### config.mk
export PLATFORM = sky130hd
export DESIGN_NAME = bk_prefix_pipe
export DESIGN_NICKNAME = d
export VERILOG_FILES = /design/src/rtl/bk_pkg.sv /design/src/rtl/bk_prefix_level.sv /design/src/rtl/bk_prefix_pipe.sv
export SDC_FILE = /design/constraint.sdc
export NUM_CORES = 1
export LEC_CHECK = 0
export CAP_MARGIN = 20
export CORE_MARGIN = 2
export CORE_UTILIZATION = 30
export DETAILED_ROUTE_END_ITERATION = 16
export PLACE_DENSITY = 0.55
export SKIP_LAST_GASP = 1
export SLEW_MARGIN = 20
export SYNTH_ARGS = -nofsm -noshare
export SYNTH_HDL_FRONTEND = slang
export SYNTH_HIERARCHICAL = 1
export SYNTH_SLANG_ARGS = --single-unit
### constraint.sdc
create_clock -name clk -period 1.4 [get_ports clk]
set_input_delay 0.35 -clock clk [delete_from_list [all_inputs] [get_ports clk]]
set_output_delay 0.35 -clock clk [all_outputs]
set_load 0.005 [all_outputs]
### src/rtl/bk_pkg.sv
// rtl/bk_pkg.sv - shared types, sizing helpers and prefix operator for the Brent-Kung front end
package bk_pkg;

  typedef struct packed {
    logic g;
    logic p;
  } pg_t;

  function automatic int log2ceil(input int n);
    int r;
    r = 0;
    for (int i = 0; i < 31; i++) begin
      if ((1 << i) < n) r = i + 1;
    end
    return r;
  endfunction

  function automatic int nl_of(input int n);
    return 2 * log2ceil(n) - 1;
  endfunction

  function automatic int ns_of(input int n, input int lps);
    return (nl_of(n) + lps - 1) / lps;
  endfunction

  // hi is the more significant group, lo the adjacent lower one
  function automatic pg_t pg_op(input pg_t hi, input pg_t lo);
    pg_t r;
    r.g = hi.g | (hi.p & lo.g);
    r.p = hi.p & lo.p;
    return r;
  endfunction

endpackage

### src/rtl/bk_prefix_level.sv
// rtl/bk_prefix_level.sv - one combinational Brent-Kung level over indices 0..N
module bk_prefix_level
  import bk_pkg::*;
#(
  parameter int N     = 64,
  parameter int LEVEL = 0
) (
  input  logic [N:0] g_i,
  input  logic [N:0] p_i,
  output logic [N:0] g_o,
  output logic [N:0] p_o
);

  localparam int M    = log2ceil(N);
  localparam bit UP   = (LEVEL < M);
  localparam int DK   = UP ? 0 : (2 * M - 2 - LEVEL);
  localparam int SPAN = 1 << (UP ? LEVEL : DK);

  for (genvar i = 0; i <= N; i++) begin : g_idx
    // up-sweep closes aligned blocks; down-sweep fills the odd midpoints from below
    localparam bit ACT = UP ? (((i + 1) % (2 * SPAN)) == 0)
                            : ((((i + 1) % (2 * SPAN)) == SPAN) && (i >= 2 * SPAN));
    if (ACT) begin : g_op
      pg_t hi, lo, r;
      assign hi = {g_i[i], p_i[i]};
      assign lo = {g_i[i-SPAN], p_i[i-SPAN]};
      assign r  = pg_op(hi, lo);
      assign g_o[i] = r.g;
      assign p_o[i] = r.p;
    end else begin : g_pass
      assign g_o[i] = g_i[i];
      assign p_o[i] = p_i[i];
    end
  end

endmodule

### src/rtl/bk_prefix_pipe.sv
// rtl/bk_prefix_pipe.sv - elastic pipelined Brent-Kung P/G front end for the sum stage
module bk_prefix_pipe
  import bk_pkg::*;
#(
  parameter int N   = 64,
  parameter int LPS = 4
) (
  input  logic         clk,
  input  logic         rst_n,
  input  logic         in_valid,
  output logic         in_ready,
  input  logic [N-1:0] a,
  input  logic [N-1:0] b,
  input  logic         cin,
  output logic         out_valid,
  input  logic         out_ready,
  output logic [N:0]   p,
  output logic [N:0]   g
);

  localparam int NL = nl_of(N);
  localparam int NS = ns_of(N, LPS);

  logic [N:0] g_q  [NS+1];
  logic [N:0] g_d  [NS+1];
  logic [N:0] pb_q [NS+1];
  logic [N:0] pb_d [NS+1];
  logic [N:0] pp_q [NS];
  logic [N:0] pp_d [NS];
  logic [NS:0] v_q;
  logic [NS:0] v_in;
  logic [NS:0] ld;

  always_comb begin
    logic chain;
    ld    = '0;
    chain = !v_q[NS] | out_ready;
    ld[NS] = chain;
    for (int k = NS - 1; k >= 0; k--) begin
      chain = !v_q[k] | chain;
      ld[k] = chain;
    end
  end

  assign in_ready = ld[0];
  assign v_in     = {v_q[NS-1:0], in_valid};

  assign g_d[0]  = {a & b, cin};
  assign pp_d[0] = {a ^ b, 1'b0};
  assign pb_d[0] = {a ^ b, 1'b0};

  for (genvar l = 0; l < NL; l++) begin : g_lvl
    logic [N:0] gin, pin, gout, pout;
    if (l % LPS == 0) begin : g_from_reg
      assign gin = g_q[l/LPS];
      assign pin = pp_q[l/LPS];
    end else begin : g_chain
      assign gin = g_lvl[l-1].gout;
      assign pin = g_lvl[l-1].pout;
    end
    bk_prefix_level #(.N(N), .LEVEL(l)) u_level (
      .g_i(gin), .p_i(pin), .g_o(gout), .p_o(pout)
    );
    // group P is dead after the final level
    if (l == NL - 1) begin : g_sink
      logic unused_p;
      assign unused_p = ^pout;
    end
  end

  for (genvar k = 1; k <= NS; k++) begin : g_stage
    localparam int LAST = ((k * LPS < NL) ? k * LPS : NL) - 1;
    assign g_d[k]  = g_lvl[LAST].gout;
    assign pb_d[k] = pb_q[k-1];
    if (k < NS) begin : g_pp
      assign pp_d[k] = g_lvl[LAST].pout;
    end
  end

  always_ff @(posedge clk or negedge rst_n) begin
    if (!rst_n) begin
      v_q <= '0;
      for (int k = 0; k <= NS; k++) begin
        g_q[k]  <= '0;
        pb_q[k] <= '0;
      end
      for (int k = 0; k < NS; k++) pp_q[k] <= '0;
    end else begin
      for (int k = 0; k <= NS; k++) begin
        if (ld[k]) begin
          v_q[k]  <= v_in[k];
          g_q[k]  <= g_d[k];
          pb_q[k] <= pb_d[k];
        end
      end
      for (int k = 0; k < NS; k++) begin
        if (ld[k]) pp_q[k] <= pp_d[k];
      end
    end
  end

  assign out_valid = v_q[NS];
  assign p         = pb_q[NS];
  assign g         = g_q[NS];

endmodule

; After elaboration in Yosys (flattened, before gate mapping)
; Cells that the tools add are included.
[classes]
n_reduce_logical = 4
n_bitwise = 305
[op_table]
columns = op, n
row1 = 1-bit AND, 178
row2 = 1-bit OR, 125
row3 = 64-bit AND, 1
row4 = 64-bit XOR, 1
row5 = 1-bit logical NOT, 4
[totals]
in_bits = 133
regBits = 634

; Logic depth before layout (Yosys ltp)
; Gate-level depths: netlist of run 1.
[logic_depth]
ltp_word = 8
mapped_depth = 6
depth_no_buf = 5

; Cells and area by module
; Netlist of run 1, hierarchy kept.
[modules_own_cells]
columns = mod, cells_per_inst, area_per_inst_um2, n_inst, seq_area_each_um2
row1 = bk_prefix_pipe, 1714, 25446.9, 1, 16265.6
row2 = bk_prefix_level (g_lvl[0].u_level ...), 130, 974.7, 8, 0.0
row3 = bk_prefix_level (g_lvl[4].u_level ...), 130, 975.9, 3, 0.0

; Worst setup path before layout of run 1
; Ideal clock, no wire load.
[synth_path]
path_kind = reg-to-reg
startpoint = reg v_q[3]
endpoint = reg g_q (netlist bit g_lvl[8].gin[0])
synth_period_minus_slack_ps = 1524
required_ps = 1275
stages_incl_launch_ff = 7
setup_time_ps = 125
arrival_time_ps = 1399
n_path_buf = 3
slack_ps = -124
path_cell_list = dfrtp_1 nor2b_1 buf_4 nand2_2 buf_6 buf_6 mux2_2
[synth_via]
elab_chain_cells = 3
[synth_rtl]
columns = item, line_no
row1 = from (decl), bk_prefix_pipe.sv:30  ; logic [NS:0] v_q;
row2 = "from (signal, indexed assignment)", bk_prefix_pipe.sv:91  ; v_q[k] <= v_in[k];
row3 = 1-bit logical NOT, bk_prefix_pipe.sv:37  ; chain = !v_q[NS] | out_ready;
row4 = 1-bit OR, bk_prefix_pipe.sv:37
row5 = 1-bit OR, bk_prefix_pipe.sv:40  ; chain = !v_q[k] | chain;
row6 = "to (signal, indexed assignment)", bk_prefix_pipe.sv:92  ; g_q[k] <= g_d[k];
row7 = to (decl), bk_prefix_pipe.sv:24  ; logic [N:0] g_q [NS+1];
; Every way passes these cells.
; A chain may end at the register's enable or synchronous reset.

; Final worst setup path of run 1
[layout_path]
startpoint = reg v_q[3]
endpoint = out in_ready
[layout_via]
elab_chain_cells = 5
[layout_rtl]
columns = item, line_no
row1 = 1-bit logical NOT, bk_prefix_pipe.sv:37
row2 = 1-bit OR, bk_prefix_pipe.sv:37
row3 = 1-bit OR (3 in series), bk_prefix_pipe.sv:40
row4 = to (decl), bk_prefix_pipe.sv:11  ; output logic in_ready,
; Every way passes these cells.

==> impl_metrics.toml, run 1 <==
[timing]
worst_pin_slew_ps = 525
max_freq_mhz = 521
setup_viol = 692
drv_slew = 0
setup_ws_ps = -519
rsz0062_at_grt = "true"
hold_viol = 0
skew_ps = 23.3
period_share = 1.37
relSlewSlack = 0.650
min_period_ps = 1920

[pwr]
clkPwrFrac = 0.343
internal-power_mw = 42.0
combPwrFrac = 0.225
peakVddDrop_mv = 0.753
switching_power_mw = 15.7
power_density_nw_per_um2 = 1600
p_seq_frac = 0.432
p_leak_nw = 18.1
switching_share = 0.272

[critical_path]
crit_path_start_kind = "register"
required_ps = 1050
worst_setup_path_end_kind = "output port"
critPathMaxStageDelay_ps = 350
reg2reg_depth = 8
slowest_stage = "dfrtp_1"
crit_start = "v_q[3]$_DFFE_PN0P_"
crit_type = "reg2out"
r2r-start = "v_q[3]$_DFFE_PN0P_"
reg2reg_setup_slack_ps = -500
crit_fanout = 2
cp.arrival_ps = 1570
path_cells = "nor2b_4 > nand4_4 > buf_12 > buf_6"
regToRegEndpoint = "g_lvl[4].gin[11]$_DFFE_PN0P_"

[detailed_routing]
wl_per_cell_um = 16.6
drt_iter0_drc = 610
ant_nets = 0
totalWireLength_um = 66700
drt-pass1-iter-count = 4
vias = 15800
drc = 0
viasPerCell = 3.95

[finish]
fin_area_um2 = 36000
layout-drive-gt1-share = 0.456
fin_nets = 2634
diodes = 0
final_cell_count_no_fill = 4007
area_growth_pct = 4.67
nFillCells = 11400

[place]
place_area_um2 = 33000
dp.cells = 3798
portBuffers = 263
hpwl_um = 45600
pre_cts_slack_ps = -754
gp_congestion = 0.717

[synth]
avgSynthCellArea_um2 = 11.7
synth_area_um2 = 34400
syn_nets = 3147
syn_inst = 2950
synth.yosys.warnings = 6

[die]
core_um2 = 114000
io_pins = 265
die-area_um2 = 117000
die_y_um = 343
core.rowCount = 124
die_width_um = 343
start_util = 0.301

[clock_tree]
path_clk_slew_ps = 60
htree_levels = 3
tritoncts = "built"
clockRootBuffer = "clkbuf_16"
clock_latency_ps = 630
clk_path_buf_depth = 3
cts_sinks = 634
cts_buffers = 76

[global_routing]
met3_usage = 0.0212
grt_pass1_vias = 17300
met1_usage = 0.160
grt_max_degree = 74
grt-ovfl-total = 0
antenna_found_initial = 2
grt-busiest-layer = "met2"
grt_usage = 0.115
grtUsageMet2 = 0.180
grt_pass1_wl_um = 104000

[min_path]
worstHoldPathType = "in2async"

[job]
cap_violations = 0

[run_status]
status = "complete, but fails checks"
violations = "negative setup slack"
[flip-flops by register name (all words and copies together), names as in the netlist]
name,cells
g,65
g_lvl.gin,195
g_lvl.pin,178
p,64
pb_d,128
v_q,4
[through the flow]
step,hold WS (ps),TNS (ps),power (mW),util
after floorplan,54.4,-43810,38.9,-
after global placement,291,-375990,38.3,0.289
after detailed placement,290,-378010,38.4,0.289
after CTS,178,-217070,58.8,0.315
after global routing,212,-248020,61.0,0.316
final,225,-192650,57.7,0.316
[worst max-delay path by stage]
| stage | endpoint | depth (start not counted) | slack, ps |
|---|---|---|---|
| 4_1_cts | in_ready | 4 | -590 |
| 5_1_grt | in_ready | 4 | -610 |
| 3_5_place_dp | in_ready | 5 | -750 |
| 6_report | in_ready | 4 | -520 |
| 3_3_place_gp | in_ready | 5 | -760 |
| 2_1_floorplan | g_lvl[0].gin[0]$_DFFE_PN0P_ | 6 | -120 |
[layer usage]
metal | vias up | routed length (um)
met3 | 84 | 2490
met2 | 248 | 30700
li1 | 7517 | -
met5 | - | 0
met1 | 7974 | 32100
met4 | 0 | 1440
[cells in the final DEF (no fill, tap or decap), drive strengths merged]
cell type      count
bufinv             4
dfrtp            634
clkinvlp           6
ha                64
clkdlybuf4s15      1
conb               1
a21o             121
clkbuf           107
nand2b             5
nand2            388
nand4              1
buf              448
dlygate4sd3        1
and2              57
bufbuf             2
mux2             501
nor2b              1
inv                1
clkdlybuf4s50    131
nand3              1
clkinv            20
[critical path: cells and delay by family, from the launching register on]
kind	cells	cell delay, ps
buf+inv	2	280
simple gates	2	320
flops	1	350
[cell type report]
type / instances / area, um2 / share of cell area
Tap cell: 1512 / 1890 / 0.0526
Clock inverter: 31 / 322 / 0.00894
Clock buffer: 105 / 2200 / 0.0610
Sequential cell: 634 / 15900 / 0.441
Multi-Input combinational cell: 1140 / 10100 / 0.281
Timing Repair Buffer: 585 / 5610 / 0.156
[power by group through the flow]
stage               registers (mW)  logic (mW)  clock network (mW)
floorplan                     24.6        14.3                   0
global placement              25.3        13.0                   0
detailed placement            25.3        13.2                   0
CTS                           25.0        13.3                20.5
global route                  25.5        14.3                21.2
finish                        24.9        13.0                19.8
[timing repair]
action / in CTS / in global routing
gates cloned: 11 / 2
endpoints found under the hold margin: 204 / 0
buffers inserted: 61 / 2
gates resized for setup: 565 / 24
hold buffers: 1 / 0
pin swaps: 3 / 1
endpoints found under the setup margin: 641 / 762
(Power assumes the default switching activity.)
==> inputs of run 2 (changes only) <==
--- a/config.mk
+++ b/config.mk
@@ -7,12 +7,13 @@
 export LEC_CHECK = 0
 export CAP_MARGIN = 20
 export CORE_MARGIN = 2
-export CORE_UTILIZATION = 30
+export CORE_UTILIZATION = 54
 export DETAILED_ROUTE_END_ITERATION = 16
-export PLACE_DENSITY = 0.55
+export PLACE_DENSITY = 0.84
 export SKIP_LAST_GASP = 1
 export SLEW_MARGIN = 20
 export SYNTH_ARGS = -nofsm -noshare
 export SYNTH_HDL_FRONTEND = slang
 export SYNTH_HIERARCHICAL = 1
 export SYNTH_SLANG_ARGS = --single-unit
+export TNS_END_PERCENT = 20
==> impl_metrics.toml, run 2 (synthesized netlist as in run 1, its figures left out) <==
[critical_path]
cp_num_buf_inv = 4
critPathMaxStageDelay_ps = 380
slowest_stage = "dfrtp_1"
cp.depth = 7
regToRegEndpoint = "pb_d[99]$_DFFE_PN0P_"
r2r-start = "v_q[3]$_DFFE_PN0P_"
crit_type = "reg2reg"
reg2reg_depth = 7
cp.arrival_ps = 2230
crit_start = "v_q[3]$_DFFE_PN0P_"
crit_fanout = 18
worst_setup_path_end_kind = "register"
crit_path_start_kind = "register"
reg2reg_setup_slack_ps = -390
required_ps = 1850
critPathTopFamily = "buffers and inverters"
worstSetupEndpoint = "pb_d[99]$_DFFE_PN0P_"
crit_path_frequent_cell = "buf_12"
path_cells = "nor2b_4 > buf_4 > buf_8 > nand3_4 > buf_12 > buf_12 > mux2_2"

[timing]
rsz0062_at_grt = "true"
hold_ws_ps = 201
drv_slew = 0
period_share = 1.28
hold_viol = 0
setup_tns_ps = -158200
max_freq_mhz = 560
min_period_ps = 1790
relSlewSlack = 0.466
setup_ws_ps = -386
skew_ps = 25.6
setup_viol = 738
worst_pin_slew_ps = 800

[detailed_routing]
viasPerCell = 4.92
drt-pass1-iter-count = 5
vias = 16100
totalWireLength_um = 61200
ant_nets = 0
drc = 0
wl_per_cell_um = 18.7
drt_iter0_drc = 862

[pwr]
p_seq_frac = 0.456
internal-power_mw = 40.0
clkPwrFrac = 0.316
combPwrFrac = 0.227
peakVddDrop_mv = 1.04
p_leak_nw = 17.4
switching_power_mw = 14.6
power_density_nw_per_um2 = 1610
switching_share = 0.267
p_total_mw = 54.6

[finish]
final_util = 0.539
final_cell_count_no_fill = 3268
area_growth_pct = -1.36
diodes = 0
layout-drive-gt1-share = 0.441
mostFrequentLayoutCells = "634 x dfrtp_1, 387 x nand2_1, 330 x mux2_2"
fin_area_um2 = 33900
final_common_cell = "dfrtp_1"
fin_nets = 2581
largest_reg_flops = 195

[die]
core_um2 = 63000
die-area_um2 = 65700
io_pins = 265
core.rowCount = 92
start_util = 0.546
die_y_um = 256
die_width_um = 256

[place]
place_area_um2 = 31400
dp.cells = 3085
hpwl_um = 40700
gp_congestion = 0.811
pre_cts_slack_ps = -821
portBuffers = 263

[clock_tree]
cts_sinks = 634
clockRootBuffer = "clkbuf_16"
htree_levels = 3
tritoncts = "built"
cts_buffers = 66
clock_latency_ps = 590
clk_path_buf_depth = 3
path_clk_slew_ps = 60

[global_routing]
grt-ovfl-total = 0
grt_pass1_wl_um = 98300
grt_pass1_vias = 18000
antenna_found_initial = 0
grt_max_degree = 101
grt_usage = 0.186

[job]
cap_violations = 0

[run_status]
violations = "negative setup slack"
status = "complete, but fails checks"

[min_path]
worstHoldPathType = "in2async"
==> run 2: changes by cell type in the layout (fill, tap and decap cells not counted), sizes merged <==
cell | previous run | this run
buf | 448 | 397
bufinv | 4 | 3
clkbuf | 107 | 100
clkdlybuf4s15 | 1 | 0
clkinv | 20 | 8
clkinvlp | 6 | 2
inv | 1 | 2
nand2 | 388 | 390
==> run 2: layer usage <==
layer / wire (um) / vias up / GRT usage
li1: - / 7379 / -
met1: 26400 / 8265 / 0.238
met2: 30900 / 313 / 0.319
met3: 2290 / 111 / 0.0301
met4: 1620 / 0 / 0.0664
met5: 0 / - / 0
==> run 2: worst min-delay path by stage <==
stage / cells past startpoint / slack, ps / end
6_report: 2 / 200 / g[46]$_DFFE_PN0P_
3_3_place_gp: 1 / 200 / g[45]$_DFFE_PN0P_
2_1_floorplan: 0 / 50 / g[0]$_DFFE_PN0P_
4_1_cts: 2 / 170 / g[47]$_DFFE_PN0P_
5_1_grt: 2 / 190 / g[50]$_DFFE_PN0P_
3_5_place_dp: 1 / 200 / g[47]$_DFFE_PN0P_
==> run 2: power by group through the flow <==
stage | sequential, mW | clock [mW] | combinational (mW)
2_1_floorplan | 24.6 | 0 | 14.1
3_3_place_gp | 24.9 | 0 | 11.9
3_5_place_dp | 25.2 | 0 | 12.4
4_1_cts | 24.9 | 17.7 | 12.3
5_1_grt | 25.4 | 18.4 | 13.5
6_report | 24.9 | 17.3 | 12.4
==> run 2: layout make-up <==
cell class,instances,area [um2]
clock buffers,91,1960
flip-flops and latches,634,15900
multi-input cells,1142,10000
well taps,846,1060
repair buffers,540,4830
fillers,4912,29100
clock inverters,15,174
==> run 2: what timing repair did <==
item                       in CTS  in global routing
hold buffers                    1                  0
buffers inserted               58                  5
cloned                          3                 11
gates resized for setup       542                 23
pin swaps                       2                  0
setup endpoints to repair     754                755
hold endpoints to repair      202                  0
==> run 2: worst register-to-register path: stages, from the launching register on <==
cell,delay [ps]
dfrtp_1,380
nor2b_4,140
buf_4,150
buf_8,130
nand3_4,110
buf_12,190
buf_12,220
mux2_2,360
==> inputs of run 3 (changes only) <==
--- a/config.mk
+++ b/config.mk
@@ -9,6 +9,7 @@
 export CORE_MARGIN = 2
 export CORE_UTILIZATION = 54
 export DETAILED_ROUTE_END_ITERATION = 16
+export HOLD_SLACK_MARGIN = 0.03
 export PLACE_DENSITY = 0.84
 export SKIP_LAST_GASP = 1
 export SLEW_MARGIN = 20
==> results of run 3 <==
Final layout, timing and power as in run 2 (identical DEF).
